==> src/rtl/rf_write_arbiter_if.sv <==
// Writeback request bundle for rf_write_arbiter: two valid/ready ports (0 = ALU, 1 = MEM).
// Requesters drive through the master modport; the arbiter takes the slave modport.
interface rf_write_arbiter_if #(
    parameter int unsigned DW = 32,
    parameter int unsigned AW = 4
);
    logic          req0_valid;
    logic [AW-1:0] req0_addr;
    logic [DW-1:0] req0_data;
    logic          req0_ready;

    logic          req1_valid;
    logic [AW-1:0] req1_addr;
    logic [DW-1:0] req1_data;
    logic          req1_ready;

    modport master (
        output req0_valid, req0_addr, req0_data,
        input  req0_ready,
        output req1_valid, req1_addr, req1_data,
        input  req1_ready
    );

    modport slave (
        input  req0_valid, req0_addr, req0_data,
        output req0_ready,
        input  req1_valid, req1_addr, req1_data,
        output req1_ready
    );
endinterface

==> src/rtl/rf_write_arbiter.sv <==
// Shares the register-file write port between the ALU (port 0) and MEM (port 1) writebacks.
// Build option: RF_WARB_RR_EN selects round-robin for different-address conflicts (else ALU wins).
module rf_write_arbiter #(
    parameter int unsigned DW   = 32,
    parameter int unsigned AW   = 4,
    parameter int unsigned CNTW = 8
) (
    input  logic                  Clk,
    input  logic                  Clr,
    rf_write_arbiter_if.slave     req,
    output logic                  rf_ld,
    output logic [AW-1:0]         rf_addr,
    output logic [DW-1:0]         rf_data,
    output logic [(1<<AW)-1:0]    busy,
    output logic [CNTW-1:0]       stall_cnt
);
    localparam int unsigned NREG = 1 << AW;

    typedef enum logic [1:0] {
        GNT_NONE = 2'd0,
        GNT_P0   = 2'd1,
        GNT_P1   = 2'd2
    } gnt_e;

    // Holding buffers
    logic          full0_q, full1_q;
    logic [AW-1:0] addr0_q, addr1_q;
    logic [DW-1:0] data0_q, data1_q;
    // 1: port 1 holds the older write, 0: port 0 does
    logic          age_q;

    logic          full0_d, full1_d;
    logic [AW-1:0] addr0_d, addr1_d;
    logic [DW-1:0] data0_d, data1_d;
    logic          age_d;

    logic          rf_ld_d;
    logic [AW-1:0] rf_addr_d;
    logic [DW-1:0] rf_data_d;
    logic [CNTW-1:0] stall_d;

    gnt_e          gnt;
    logic          grant0, grant1;
    logic          acc0, acc1;
    logic          keep0, keep1;

`ifdef RF_WARB_RR_EN
    logic          rr_q, rr_d;
    logic          conflict_diff;
`endif

    // Arbitration: single full buffer wins; same-address pair goes by age
    always_comb begin
        gnt = GNT_NONE;
        if (full0_q && full1_q) begin
            if (addr0_q == addr1_q) begin
                gnt = age_q ? GNT_P1 : GNT_P0;
            end else begin
`ifdef RF_WARB_RR_EN
                gnt = rr_q ? GNT_P1 : GNT_P0;
`else
                gnt = GNT_P0;
`endif
            end
        end else if (full0_q) begin
            gnt = GNT_P0;
        end else if (full1_q) begin
            gnt = GNT_P1;
        end
    end

    assign grant0 = (gnt == GNT_P0);
    assign grant1 = (gnt == GNT_P1);

    // A buffer being drained this edge can take a new entry at the same edge
    assign req.req0_ready = !full0_q || grant0;
    assign req.req1_ready = !full1_q || grant1;

    assign acc0  = req.req0_valid && req.req0_ready;
    assign acc1  = req.req1_valid && req.req1_ready;
    assign keep0 = full0_q && !grant0;
    assign keep1 = full1_q && !grant1;

`ifdef RF_WARB_RR_EN
    assign conflict_diff = full0_q && full1_q && (addr0_q != addr1_q);
`endif

    // Next-state for buffers, age flag, write port and stall counter
    always_comb begin
        full0_d   = acc0 || keep0;
        full1_d   = acc1 || keep1;
        addr0_d   = acc0 ? req.req0_addr : addr0_q;
        data0_d   = acc0 ? req.req0_data : data0_q;
        addr1_d   = acc1 ? req.req1_addr : addr1_q;
        data1_d   = acc1 ? req.req1_data : data1_q;
        age_d     = age_q;
        rf_ld_d   = 1'b0;
        rf_addr_d = rf_addr;
        rf_data_d = rf_data;
        stall_d   = stall_cnt;

        // The entry that stays put is older than a fresh one; a tie favours MEM
        if (acc0 && keep1) begin
            age_d = 1'b1;
        end else if (acc1 && keep0) begin
            age_d = 1'b0;
        end else if (acc0 && acc1) begin
            age_d = 1'b1;
        end

        if (grant0) begin
            rf_ld_d   = 1'b1;
            rf_addr_d = addr0_q;
            rf_data_d = data0_q;
        end else if (grant1) begin
            rf_ld_d   = 1'b1;
            rf_addr_d = addr1_q;
            rf_data_d = data1_q;
        end

        if ((keep0 || keep1) && (stall_cnt != {CNTW{1'b1}})) begin
            stall_d = stall_cnt + CNTW'(1);
        end
    end

`ifdef RF_WARB_RR_EN
    // Preference flips only after a different-address conflict is resolved
    always_comb begin
        rr_d = rr_q;
        if (conflict_diff) begin
            rr_d = ~rr_q;
        end
    end

    always_ff @(posedge Clk) begin
        if (Clr) begin
            rr_q <= 1'b0;
        end else begin
            rr_q <= rr_d;
        end
    end
`endif

    always_ff @(posedge Clk) begin
        if (Clr) begin
            full0_q   <= 1'b0;
            full1_q   <= 1'b0;
            addr0_q   <= '0;
            addr1_q   <= '0;
            data0_q   <= '0;
            data1_q   <= '0;
            age_q     <= 1'b0;
            rf_ld     <= 1'b0;
            rf_addr   <= '0;
            rf_data   <= '0;
            stall_cnt <= '0;
        end else begin
            full0_q   <= full0_d;
            full1_q   <= full1_d;
            addr0_q   <= addr0_d;
            addr1_q   <= addr1_d;
            data0_q   <= data0_d;
            data1_q   <= data1_d;
            age_q     <= age_d;
            rf_ld     <= rf_ld_d;
            rf_addr   <= rf_addr_d;
            rf_data   <= rf_data_d;
            stall_cnt <= stall_d;
        end
    end

    // Pending-write scoreboard for decode hazard checks
    always_comb begin
        busy = '0;
        if (full0_q) begin
            busy = busy | (NREG'(1) << addr0_q);
        end
        if (full1_q) begin
            busy = busy | (NREG'(1) << addr1_q);
        end
        if (rf_ld) begin
            busy = busy | (NREG'(1) << rf_addr);
        end
    end
endmodule

==> src/flat_wrapper.sv <==
// flat-port wrapper written by rule: the top's interface ports become plain ports
module rf_write_arbiter_flat 
#(
    parameter int unsigned DW   = 32,
    parameter int unsigned AW   = 4,
    parameter int unsigned CNTW = 8
)
  (Clk, Clr, rf_ld, rf_addr, rf_data, busy, stall_cnt, req_req0_valid, req_req0_addr, req_req0_data, req_req0_ready, req_req1_valid, req_req1_addr, req_req1_data, req_req1_ready);
  rf_write_arbiter_if #(.DW(DW), .AW(AW)) req_i ();
  input  logic Clk;
  input  logic Clr;
  output logic rf_ld;
  output logic [AW-1:0] rf_addr;
  output logic [DW-1:0] rf_data;
  output logic [(1<<AW)-1:0] busy;
  output logic [CNTW-1:0] stall_cnt;
  input wire logic [$bits(req_i.req0_valid)-1:0] req_req0_valid;
  input wire logic [$bits(req_i.req0_addr)-1:0] req_req0_addr;
  input wire logic [$bits(req_i.req0_data)-1:0] req_req0_data;
  output wire logic [$bits(req_i.req0_ready)-1:0] req_req0_ready;
  input wire logic [$bits(req_i.req1_valid)-1:0] req_req1_valid;
  input wire logic [$bits(req_i.req1_addr)-1:0] req_req1_addr;
  input wire logic [$bits(req_i.req1_data)-1:0] req_req1_data;
  output wire logic [$bits(req_i.req1_ready)-1:0] req_req1_ready;
  assign req_i.req0_valid = req_req0_valid;
  assign req_i.req0_addr = req_req0_addr;
  assign req_i.req0_data = req_req0_data;
  assign req_req0_ready = req_i.req0_ready;
  assign req_i.req1_valid = req_req1_valid;
  assign req_i.req1_addr = req_req1_addr;
  assign req_i.req1_data = req_req1_data;
  assign req_req1_ready = req_i.req1_ready;
  rf_write_arbiter #(.DW(DW), .AW(AW), .CNTW(CNTW)) u_core (.Clk(Clk), .Clr(Clr), .req(req_i), .rf_ld(rf_ld), .rf_addr(rf_addr), .rf_data(rf_data), .busy(busy), .stall_cnt(stall_cnt));
endmodule
==> config.mk <==
export PLATFORM = sky130hd
export DESIGN_NAME = rf_write_arbiter_flat
export DESIGN_NICKNAME = d
export VERILOG_FILES = /design/src/rtl/rf_write_arbiter_if.sv /design/src/rtl/rf_write_arbiter.sv /design/src/flat_wrapper.sv
export SDC_FILE = /design/constraint.sdc
export NUM_CORES = 1
export LEC_CHECK = 0
export CORE_ASPECT_RATIO = 1.75
export CORE_MARGIN = 5
export CORE_UTILIZATION = 48
export CTS_CLUSTER_DIAMETER = 100
export CTS_CLUSTER_SIZE = 10
export DETAILED_ROUTE_END_ITERATION = 8
export PLACE_DENSITY = 0.8
export SLEW_MARGIN = 20
export SYNTH_ARGS = -nofsm -noshare
export SYNTH_HDL_FRONTEND = slang
export SYNTH_SLANG_ARGS = --single-unit
==> constraint.sdc <==
create_clock -name Clk -period 3.4 [get_ports Clk]
set_input_delay 0.68 -clock Clk [delete_from_list [all_inputs] [get_ports Clk]]
set_output_delay 0.68 -clock Clk [all_outputs]
set_load 0.005 [all_outputs]
==> results of run 1 <==
## kinds of logic (layout without fill, tap and decap cells)
kind of cell             after synthesis  in the layout  share of synthesized area (%)
AND/OR/NAND/NOR                      312            312                           24.9
AO/OA/AOI/OAI                        138            138                           14.8
flip-flops                           120            120                           47.0
buffers and inverters                 48            179                           4.38
multiplexers                          37             37                           7.25
XOR/XNOR                               5              5                          0.857
adder cells (fa/ha/maj)                3              3                          0.734
## sequential cells by signal, indices dropped and copies added (netlist names)
register,cells
u_core.full0_q,1
u_core.full1_q,1
u_core.rf_ld,1
u_core.addr0_q,4
u_core.rf_addr,4
u_core.data1_q,32
u_core.addr1_q,4
u_core.age_q,1
u_core.stall_cnt,8
u_core.data0_q,32
u_core.rf_data,32
## cell usage in the layout (no fill, tap or decap), drive strengths merged, types with 2 or more instances in the layout
cell,netlist,final
a211oi,2,2
ha,3,3
or3,2,2
clkinv,0,5
o21ai,4,4
nand3,11,11
clkdlybuf4s50,0,137
clkbuf,23,23
o31ai,2,2
a22oi,9,9
and2,3,3
nand4,2,2
o21a,2,2
mux2i,37,37
nor3,3,3
buf,21,7
dfxtp,120,120
xor2,4,4
a21oi,113,113
inv,4,4
nor2,89,89
clkinvlp,0,3
a32oi,5,5
nand2,183,183
or4,3,3
nor2b,9,9
and3,3,3
nor3b,3,3
## power groups by stage
stage               Combinational (mW)  Sequential (mW)  Clock, mW
floorplan                        0.301             1.56          0
global placement                 0.520             1.57          0
detailed placement               0.530             1.58          0
CTS                              0.533             1.55       1.61
global route                     0.584             1.56       1.68
finish                           0.533             1.55       1.59
## worst paths after layout
path / to / slack, ns / cells after the start
max reg2reg: u_core.age_q$_SDFFE_PP0P_ / 0.66 / 10
max: req_req1_ready / 0.13 / 8
min: u_core.data1_q[0]$_SDFFE_PP0N_ / 0.45 / 2
min reg2reg: u_core.data1_q[0]$_SDFFE_PP0N_ / 0.45 / 2
## through the flow
| stage | TNS [ns] | utilization (%) | cell area (um2) | worst slack, ns |
|---|---|---|---|---|
| floorplan | 0 | - | 5110 | 0.962 |
| global placement | 0 | 61.5 | 6500 | 0.571 |
| detailed placement | 0 | 61.5 | 6500 | 0.472 |
| CTS | 0 | 66.6 | 7040 | 0.0371 |
| global route | -0.0600 | 66.7 | 7050 | -0.0600 |
| finish | 0 | 66.7 | 7050 | 0.132 |
## routing by layer
metal  global-route usage (%)  share of wire, %  routed length [um]
met1                     24.5                36                5420
met5                        0                 0                   0
met3                     4.12               5.2                 795
met2                     42.5                54                8240
met4                     14.7               4.8                 736
## Yosys cell counts (all sizes together)
cell type  count
nor2b          9
and2b          1
o21a           2
and2           3
o32ai          1
o31ai          2
nor2          89
mux2i         37
nor3b          3
a211oi         2
xor2           4
buf           21
dfxtp        120
o21ai          4
or3            2
a32oi          5
inv            4
nor3           3
nand3         11
or4            3
nand2        183
clkbuf        23
and3           3
a22oi          9
xnor2          1
nand4          2
a21oi        113
ha             3
## critical path, stage by stage, from the launching register on
cell and delay [ns]:
dfxtp_1 0.45, xor2_1 0.13, nor3_2 0.24, nand4_1 0.18, o21ai_0 0.13, ha_1 0.19, and2b_1 0.22, inv_1 0.13
clkdlybuf4s50_1 0.52
## layout make-up
cell class | count | area [um2] | area share [%]
sequential | 120 | 2410 | 34.1
clock inverter | 8 | 47.5 | 0.675
clock buffer | 23 | 488 | 6.92
tap | 130 | 163 | 2.31
timing repair buffer | 144 | 1440 | 20.4
inverter | 4 | 15.0 | 0.213
multi-input combinational | 495 | 2490 | 35.4
## what timing repair did
| item | 4_1_cts | 5_1_grt |
|---|---|---|
| gates resized for setup | 0 | 4 |
| setup buffers | 0 | 0 |
| hold buffers | 0 | 0 |
| setup endpoints to repair | 0 | 2 |
==> results.toml, run 1 <==
[cts]
clk_pin_slew_ns = 0.05
ctsHtreeMaxLevel = 4
cts_buffer_depth = 2
cts_sinks = 120
clock_latency_ns = 0.40
cts_tree = "done"
cts_made_buffers = 17
root_buffer = "clkbuf_16"

[pwr]
peakVddDrop_mv = 0.432
total_power_mw = 3.67
power_switching_mw = 0.935
p_seq_share_pct = 42.3
swShare_pct = 25.5
power.density_nw_per_um2 = 521
power.leakage_nw = 2.70
p_clk_share_pct = 43.2
p_int_mw = 2.74
p_comb_share_pct = 14.5

[setup_path]
cp.required_ns = 2.72
reg2reg_from = "u_core.addr1_q[2]$_SDFFE_PP0N_"
start_kind = "flip-flop"
crit_type = "flip-flop to output pin"
cp.arrival_ns = 2.59
startpoint = "u_core.addr1_q[2]$_SDFFE_PP0N_"
endpoint_kind = "output pin"
crit_fanout = 7

[timing]
clock_skew_ns = 0.00829
drv_slew = 0
post-route-period-util_pct = 96.1
worstMarginPinSlew_ns = 0.929
final-setup-viol-count = 0
maxSlewHeadroom_pct = 38.1
hold_slack_ns = 0.451
fin_crit_ns = 3.27
hold_violations = 0
fmax_ghz = 0.306

[cells_and_area]
drive_above_1_share_pct = 5.67
num-fill-cells = 870
nNetsFinal = 861
finalNonFillerCells = 924
areaGrowthSynthToFinish_pct = 37.9
antenna_cells = 0

[global_routing]
overflow = 0
grt_pass1_vias = 5025
antenna_found_initial = 0
grtUsageTotal_pct = 23.7
grt_pass1_wl_um = 23800
grt_max_degree = 95

[die]
core_um2 = 10600
die_area_um2 = 12900
io_pins = 139
die_h_um = 147
die_x_um = 88.0
rows = 50
start_util_pct = 48.3

[drt]
wl_um = 15200
vias_per_cell = 5.48
first_iter_violations = 408
drc = 0
wl_per_cell_um = 16.4
num_vias = 5059
ant_nets = 0
drt_pass1_iterations = 7

[synthesis]
synth_area_leader_cell = "dfxtp_1"
yosysUniqueCellTypes = 32
synth_seq_area_share_pct = 47.0
synth.top_cell.area_share_pct = 47.0
netlist_top_cells_area = "dfxtp_1, nand2_1, a21oi_1"
ys_seq_elements = 120
synth_area_um2 = 5110
yosys_warnings = 0
syn_area_per_cell_um2 = 7.71
syn_inst = 663
synth_nets = 742

[run]
max_cap_violations = 0

[min_path]
hp-start = "u_core.data1_q[0]$_SDFFE_PP0N_"
hold_path.class = "flip-flop to flip-flop"

[placed_design]
placed_cells = 893
gp_congestion = 0.919
portBuffers = 138
dp_hpwl_um = 10600

[run_status]
status = "finished, final reports clean"
(Power assumes the default switching activity.)
==> inputs of run 2 (changes only) <==
Settings changed: CORE_UTILIZATION 48 to 30, GPL_TIMING_DRIVEN set to 0, PLACE_DENSITY 0.8 to 0.54.
==> run 2 against run 1 <==
Compared with the run above: non-clock buffer count grew 36; wire length grew 8.7%; first-iteration DRC count shrank 54%; setup slack lost 0.0082 ns; flip-flop and latch count is the same; clock skew grew 0.0052 ns; critical path type unchanged; count of clock-buffer cells in the layout shrank 2; final cell count grew 14%; global-route usage shrank 6.6 points; hold slack gained 0.0026 ns; sequential share of layout area shrank 1.3 points; combinational power grew 4.1%.
==> results.toml, run 2 (same netlist as run 1, synthesis figures left out) <==
[run_status]
status = "finished, final reports clean"

[timing]
post-route-period-util_pct = 96.4
worstMarginPinSlew_ns = 0.607
setup_tns_ns = 0
maxSlewHeadroom_pct = 59.4
fin_crit_ns = 3.28
hold_violations = 0
final-setup-viol-count = 0
clock_skew_ns = 0.0135
rsz0062_at_grt = "no"
fmax_ghz = 0.305
drv_slew = 0

[drt]
vias_per_cell = 4.74
drc = 0
first_iter_violations = 187
wl_um = 16500
wl_per_cell_um = 15.6
num_vias = 5007
drt_pass1_iterations = 4
ant_nets = 0

[die]
die_h_um = 183
rows = 63
io_pins = 139
die_area_um2 = 19900
core_um2 = 16900
start_util_pct = 30.3
die_x_um = 109

[cts]
cts_buffer_depth = 2
ctsHtreeMaxLevel = 4
cts_made_buffers = 17
cts_tree = "done"
cts_sinks = 120
clk_pin_slew_ns = 0.06
clock_latency_ns = 0.41
root_buffer = "clkbuf_16"
cts_hold_buf = 0

[global_routing]
antenna_found_initial = 0
grt_max_degree = 17
overflow = 0
grt_pass1_vias = 5266
grt_pass1_wl_um = 26400
grtUsageTotal_pct = 17.1

[pwr]
p_comb_share_pct = 14.6
power.density_nw_per_um2 = 516
p_seq_share_pct = 41.0
p_int_mw = 2.79
p_clk_share_pct = 44.3
peakVddDrop_mv = 0.276
power.leakage_nw = 2.78
swShare_pct = 26.3
power_switching_mw = 0.996

[setup_path]
rr_worst_depth = 10
path_depth = 9
cpLargestDelayFamily = "simple AND/OR/NAND/NOR gates"
crit_type = "flip-flop to output pin"
cp_cell_sequence = "xor2_1, nor3_1, nand4_1, and2_1, ha_1, buf_4, nor2b_4, inv_2, clkdlybuf4s50_1"
cp.required_ns = 2.72
start_kind = "flip-flop"
endpoint_kind = "output pin"
cp.arrival_ns = 2.60
crit_fanout = 10
crit_buf_inv = 3
cpPeakStageDelay_ns = 0.45
slowest_stage = "clkdlybuf4s50_1"

[run]
max_cap_violations = 0

[cells_and_area]
areaGrowthSynthToFinish_pct = 43.7
largestRegisters = "u_core.data0_q (32), u_core.data1_q (32), u_core.rf_data (32)"
mostFrequentLayoutCell = "nand2_1"
drive_above_1_share_pct = 7.23
mostFrequentLayoutCells = "nand2_1, clkdlybuf4s50_1, dfxtp_1"
utilization_pct = 43.5
antenna_cells = 0
nNetsFinal = 897

[placed_design]
gp_congestion = 0.884
dp_hpwl_um = 12700
portBuffers = 138

[min_path]
hold_path.class = "flip-flop to flip-flop"
holdPathStages = 2
[run 2: cell types whose count changed in the layout (fill, tap and decap cells not counted), sizes merged]
cell           delta
buf              +16
bufinv            +1
clkbuf           +17
clkdlybuf4s50     +1
clkinv            -3
clkinvlp          +3
inv               +1
[run 2: per-stage QoR]
stage          setup WS (ns)  hold WS [ns]  cells  power (mW)  instance area, um2
2_1_floorplan          0.962         0.436    663        1.86                5110
5_1_grt              0.00886         0.470   1057        3.96                7340
6_report               0.124         0.453   1057        3.79                7340
3_5_place_dp           0.244         0.446   1028        2.14                6780
3_3_place_gp           0.228         0.442   1028        2.13                6780
4_1_cts              0.00553         0.453   1055        3.82                7320
[run 2: cell type report]
class | instances | area [um2]
Timing Repair Buffer | 140 | 1400
Clock inverter | 10 | 97.6
Sequential cell | 120 | 2410
Inverter | 4 | 15.0
Tap cell | 227 | 284
Buffer | 40 | 194
Clock buffer | 21 | 460
Multi-Input combinational cell | 495 | 2480
Fill cell | 1795 | 9530
[run 2: worst reg2reg max path: stages, from the launching register on]
cell and delay, ns:
dfxtp_4 0.38, xor2_1 0.16, nor3_1 0.21, nand4_1 0.17
and2_1 0.20, ha_1 0.26, clkbuf_1 0.45, buf_1 0.46
nor2_1 0.12, a21oi_1 0.16, nor2_1 0.05
[run 2: path summary, 6_finish.rpt]
path / from / slack (ns) / endpoint
worst min-delay path: u_core.data1_q[18]$_SDFFE_PP0N_ / 0.45 / u_core.data1_q[18]$_SDFFE_PP0N_
worst max-delay path: u_core.addr1_q[3]$_SDFFE_PP0N_ / 0.12 / req_req0_ready
worst min register to register: u_core.data1_q[18]$_SDFFE_PP0N_ / 0.45 / u_core.data1_q[18]$_SDFFE_PP0N_
worst max register to register: u_core.addr1_q[3]$_SDFFE_PP0N_ / 0.65 / u_core.rf_data[23]$_SDFFE_PP0P_
[run 2: layer usage]
layer | vias to the layer above | track usage (%) | wire length [um]
li1 | 2517 | - | -
met1 | 2320 | 17.4 | 6250
met2 | 143 | 33.4 | 9230
met3 | 27 | 3.08 | 646
met4 | 0 | 6.67 | 384
met5 | - | 0 | 0
[run 2: timing repair]
action,in CTS,in global routing
hold endpoints to repair,0,0
setup endpoints to repair,2,2
pin swaps,0,2
resized for setup,2,5
setup buffers,0,2
[run 2: power by group through the flow]
stage          clock network (mW)  registers [mW]  logic [mW]
2_1_floorplan                   0            1.56       0.301
3_3_place_gp                    0            1.57       0.561
3_5_place_dp                    0            1.58       0.569
4_1_cts                      1.71            1.55       0.561
5_1_grt                      1.77            1.57       0.618
6_report                     1.68            1.55       0.555
==> inputs of run 3 (changes only) <==
Settings changed: CORE_ASPECT_RATIO 1.75 to 0.9, CTS_CLUSTER_SIZE 10 to unset.
==> run 3 against run 2 <==
Compared with the run above: sequential power barely moved; final cell count decreased by 1.7%; clock skew shrank 0.0036 ns; clock power is 8% higher; combinational power about the same; wire length shrank 1.1%; register-to-register slack worse by 0.14 ns; critical endpoint is now req_req1_ready; largest power group unchanged.
==> results.toml, run 3 (same netlist as run 1, synthesis figures left out) <==
[timing]
clock_skew_ns = 0.00981
final-setup-viol-count = 0
worstMarginPinSlew_ns = 0.644
fin_crit_ns = 3.19
post-route-period-util_pct = 94.0
drv_slew = 0
hold_violations = 0
fmax_ghz = 0.313
setup_tns_ns = 0
rsz0062_at_grt = "no"
maxSlewHeadroom_pct = 57.1

[cells_and_area]
drive_above_1_share_pct = 7.00
antenna_cells = 0
mostFrequentLayoutCell = "nand2_1"
areaGrowthSynthToFinish_pct = 43.8
nNetsFinal = 896
largestRegisters = "u_core.data0_q (32), u_core.data1_q (32), u_core.rf_data (32)"
mostFrequentLayoutCells = "nand2_1, clkdlybuf4s50_1, dfxtp_1"

[drt]
wl_um = 16300
vias_per_cell = 4.75
drt_pass1_iterations = 5
wl_per_cell_um = 15.7
first_iter_violations = 239
num_vias = 4940
ant_nets = 0
drc = 0

[cts]
clock_latency_ns = 0.40
clk_pin_slew_ns = 0.05
cts_sinks = 120
cts_tree = "done"
cts_made_buffers = 17
cts_buffer_depth = 2
ctsHtreeMaxLevel = 4
cts_hold_buf = 0
root_buffer = "clkbuf_16"

[placed_design]
dp_hpwl_um = 11800
gp_congestion = 0.798
portBuffers = 138

[setup_path]
crit_type = "flip-flop to output pin"
crit_fanout = 10
cp.required_ns = 2.72
rr_worst_depth = 11
cpLargestDelayFamily = "buffers and inverters"
slowest_stage = "clkdlybuf4s50_1"
reg2reg_from = "u_core.addr0_q[1]$_SDFFE_PP0P_"
cp.arrival_ns = 2.51
crit_buf_inv = 2
r2r_slack_ns = 0.51
endpoint_kind = "output pin"
r2r-end = "u_core.rf_data[29]$_SDFFE_PP0P_"
cp_cell_sequence = "xor2_1, nor3_1, nand4_1, o21ai_0, ha_1, and2b_1, inv_1, clkdlybuf4s50_1"
start_kind = "flip-flop"
cpPeakStageDelay_ns = 0.53

[global_routing]
grt.met2_usage_pct = 25.8
grt_pass1_vias = 4852
grt_pass1_wl_um = 25500
grtUsageMet1_pct = 21.5
grtUsageTotal_pct = 16.2
overflow = 0
grtUsageMet3_pct = 4.56
busiest_layer = "met2"
grt_max_degree = 17
antenna_found_initial = 0

[min_path]
hold_path.class = "flip-flop to flip-flop"
holdPathStages = 2
hold_end = "u_core.data0_q[8]$_SDFFE_PP0P_"
hp-start = "u_core.data0_q[8]$_SDFFE_PP0P_"

[pwr]
peakVddDrop_mv = 0.330
power.leakage_nw = 2.82
total_power_mw = 3.91
power.density_nw_per_um2 = 532

[die]
io_pins = 139
core_um2 = 16800
die_x_um = 148
die_area_um2 = 19800
die_h_um = 134
rows = 45
start_util_pct = 30.5

[run_status]
status = "finished, final reports clean"

[run]
max_cap_violations = 0
## run 3: changes by cell type in the layout (fill, tap and decap cells not counted), sizes merged
cell,previous run,this run
buf,23,22
bufinv,1,3
clkdlybuf4s50,138,137
clkinv,2,6
clkinvlp,6,0
dlymetal6s2s,0,1
inv,5,4
## run 3: area by class of cell
cell class                 count  area, um2
tap                          211        264
inverter                       4       15.0
multi-input combinational    495       2480
sequential                   120       2410
timing repair buffer         139       1390
clock inverter                 9        124
clock buffer                  21        470
buffer                        40        194
fill                        1694       9430
## run 3: report_power, final
group	internal, mW	switching (mW)
clock	1.20	0.610
sequential	1.49	0.0652
combinational	0.260	0.292
## run 3: worst max path at each step
stage,from,endpoint,slack [ns],cells after the start
after floorplan,u_core.addr0_q[1]$_SDFFE_PP0P_,u_core.addr0_q[0]$_SDFFE_PP0P_,0.96,14
after global placement,u_core.addr0_q[1]$_SDFFE_PP0P_,req_req0_ready,0.23,10
after detailed placement,u_core.addr0_q[1]$_SDFFE_PP0P_,req_req0_ready,0.20,10
after CTS,u_core.addr0_q[1]$_SDFFE_PP0P_,req_req0_ready,0.02,9
after global routing,u_core.addr0_q[1]$_SDFFE_PP0P_,req_req1_ready,0.04,8
final,u_core.addr0_q[1]$_SDFFE_PP0P_,req_req1_ready,0.21,8
## run 3: worst reg2reg max path, stage by stage (launching register included)
cell	delay, ns
dfxtp_2	0.38
xor2_1	0.18
nor3_1	0.20
nand4_1	0.16
buf_4	0.17
and2_1	0.14
ha_1	0.27
clkbuf_1	0.48
buf_1	0.50
nor2_1	0.11
a21oi_1	0.13
nor2_1	0.05
## run 3: timing repair
item	in CTS	in global routing
resized for setup	2	4
pin swaps	1	2
setup buffers	0	1
setup endpoints to repair	2	2
## run 3: metrics by stage
| stage | setup WS [ns] | util [%] | hold slack [ns] | cells | cell area, um2 |
|---|---|---|---|---|---|
| 2_1_floorplan | 0.962 | - | 0.436 | 663 | 5110 |
| 3_3_place_gp | 0.226 | 40.3 | 0.441 | 1012 | 6760 |
| 3_5_place_dp | 0.205 | 40.3 | 0.446 | 1012 | 6760 |
| 4_1_cts | 0.0204 | 43.7 | 0.453 | 1038 | 7340 |
| 5_1_grt | 0.0364 | 43.8 | 0.469 | 1039 | 7350 |
| 6_report | 0.205 | 43.8 | 0.453 | 1039 | 7350 |
## run 3: metal layers
metal / wire length (um) / vias to the layer above
met5: 0 / -
met4: 168 / 0
met3: 966 / 14
met2: 7470 / 140
met1: 7720 / 2273
li1: - / 2513
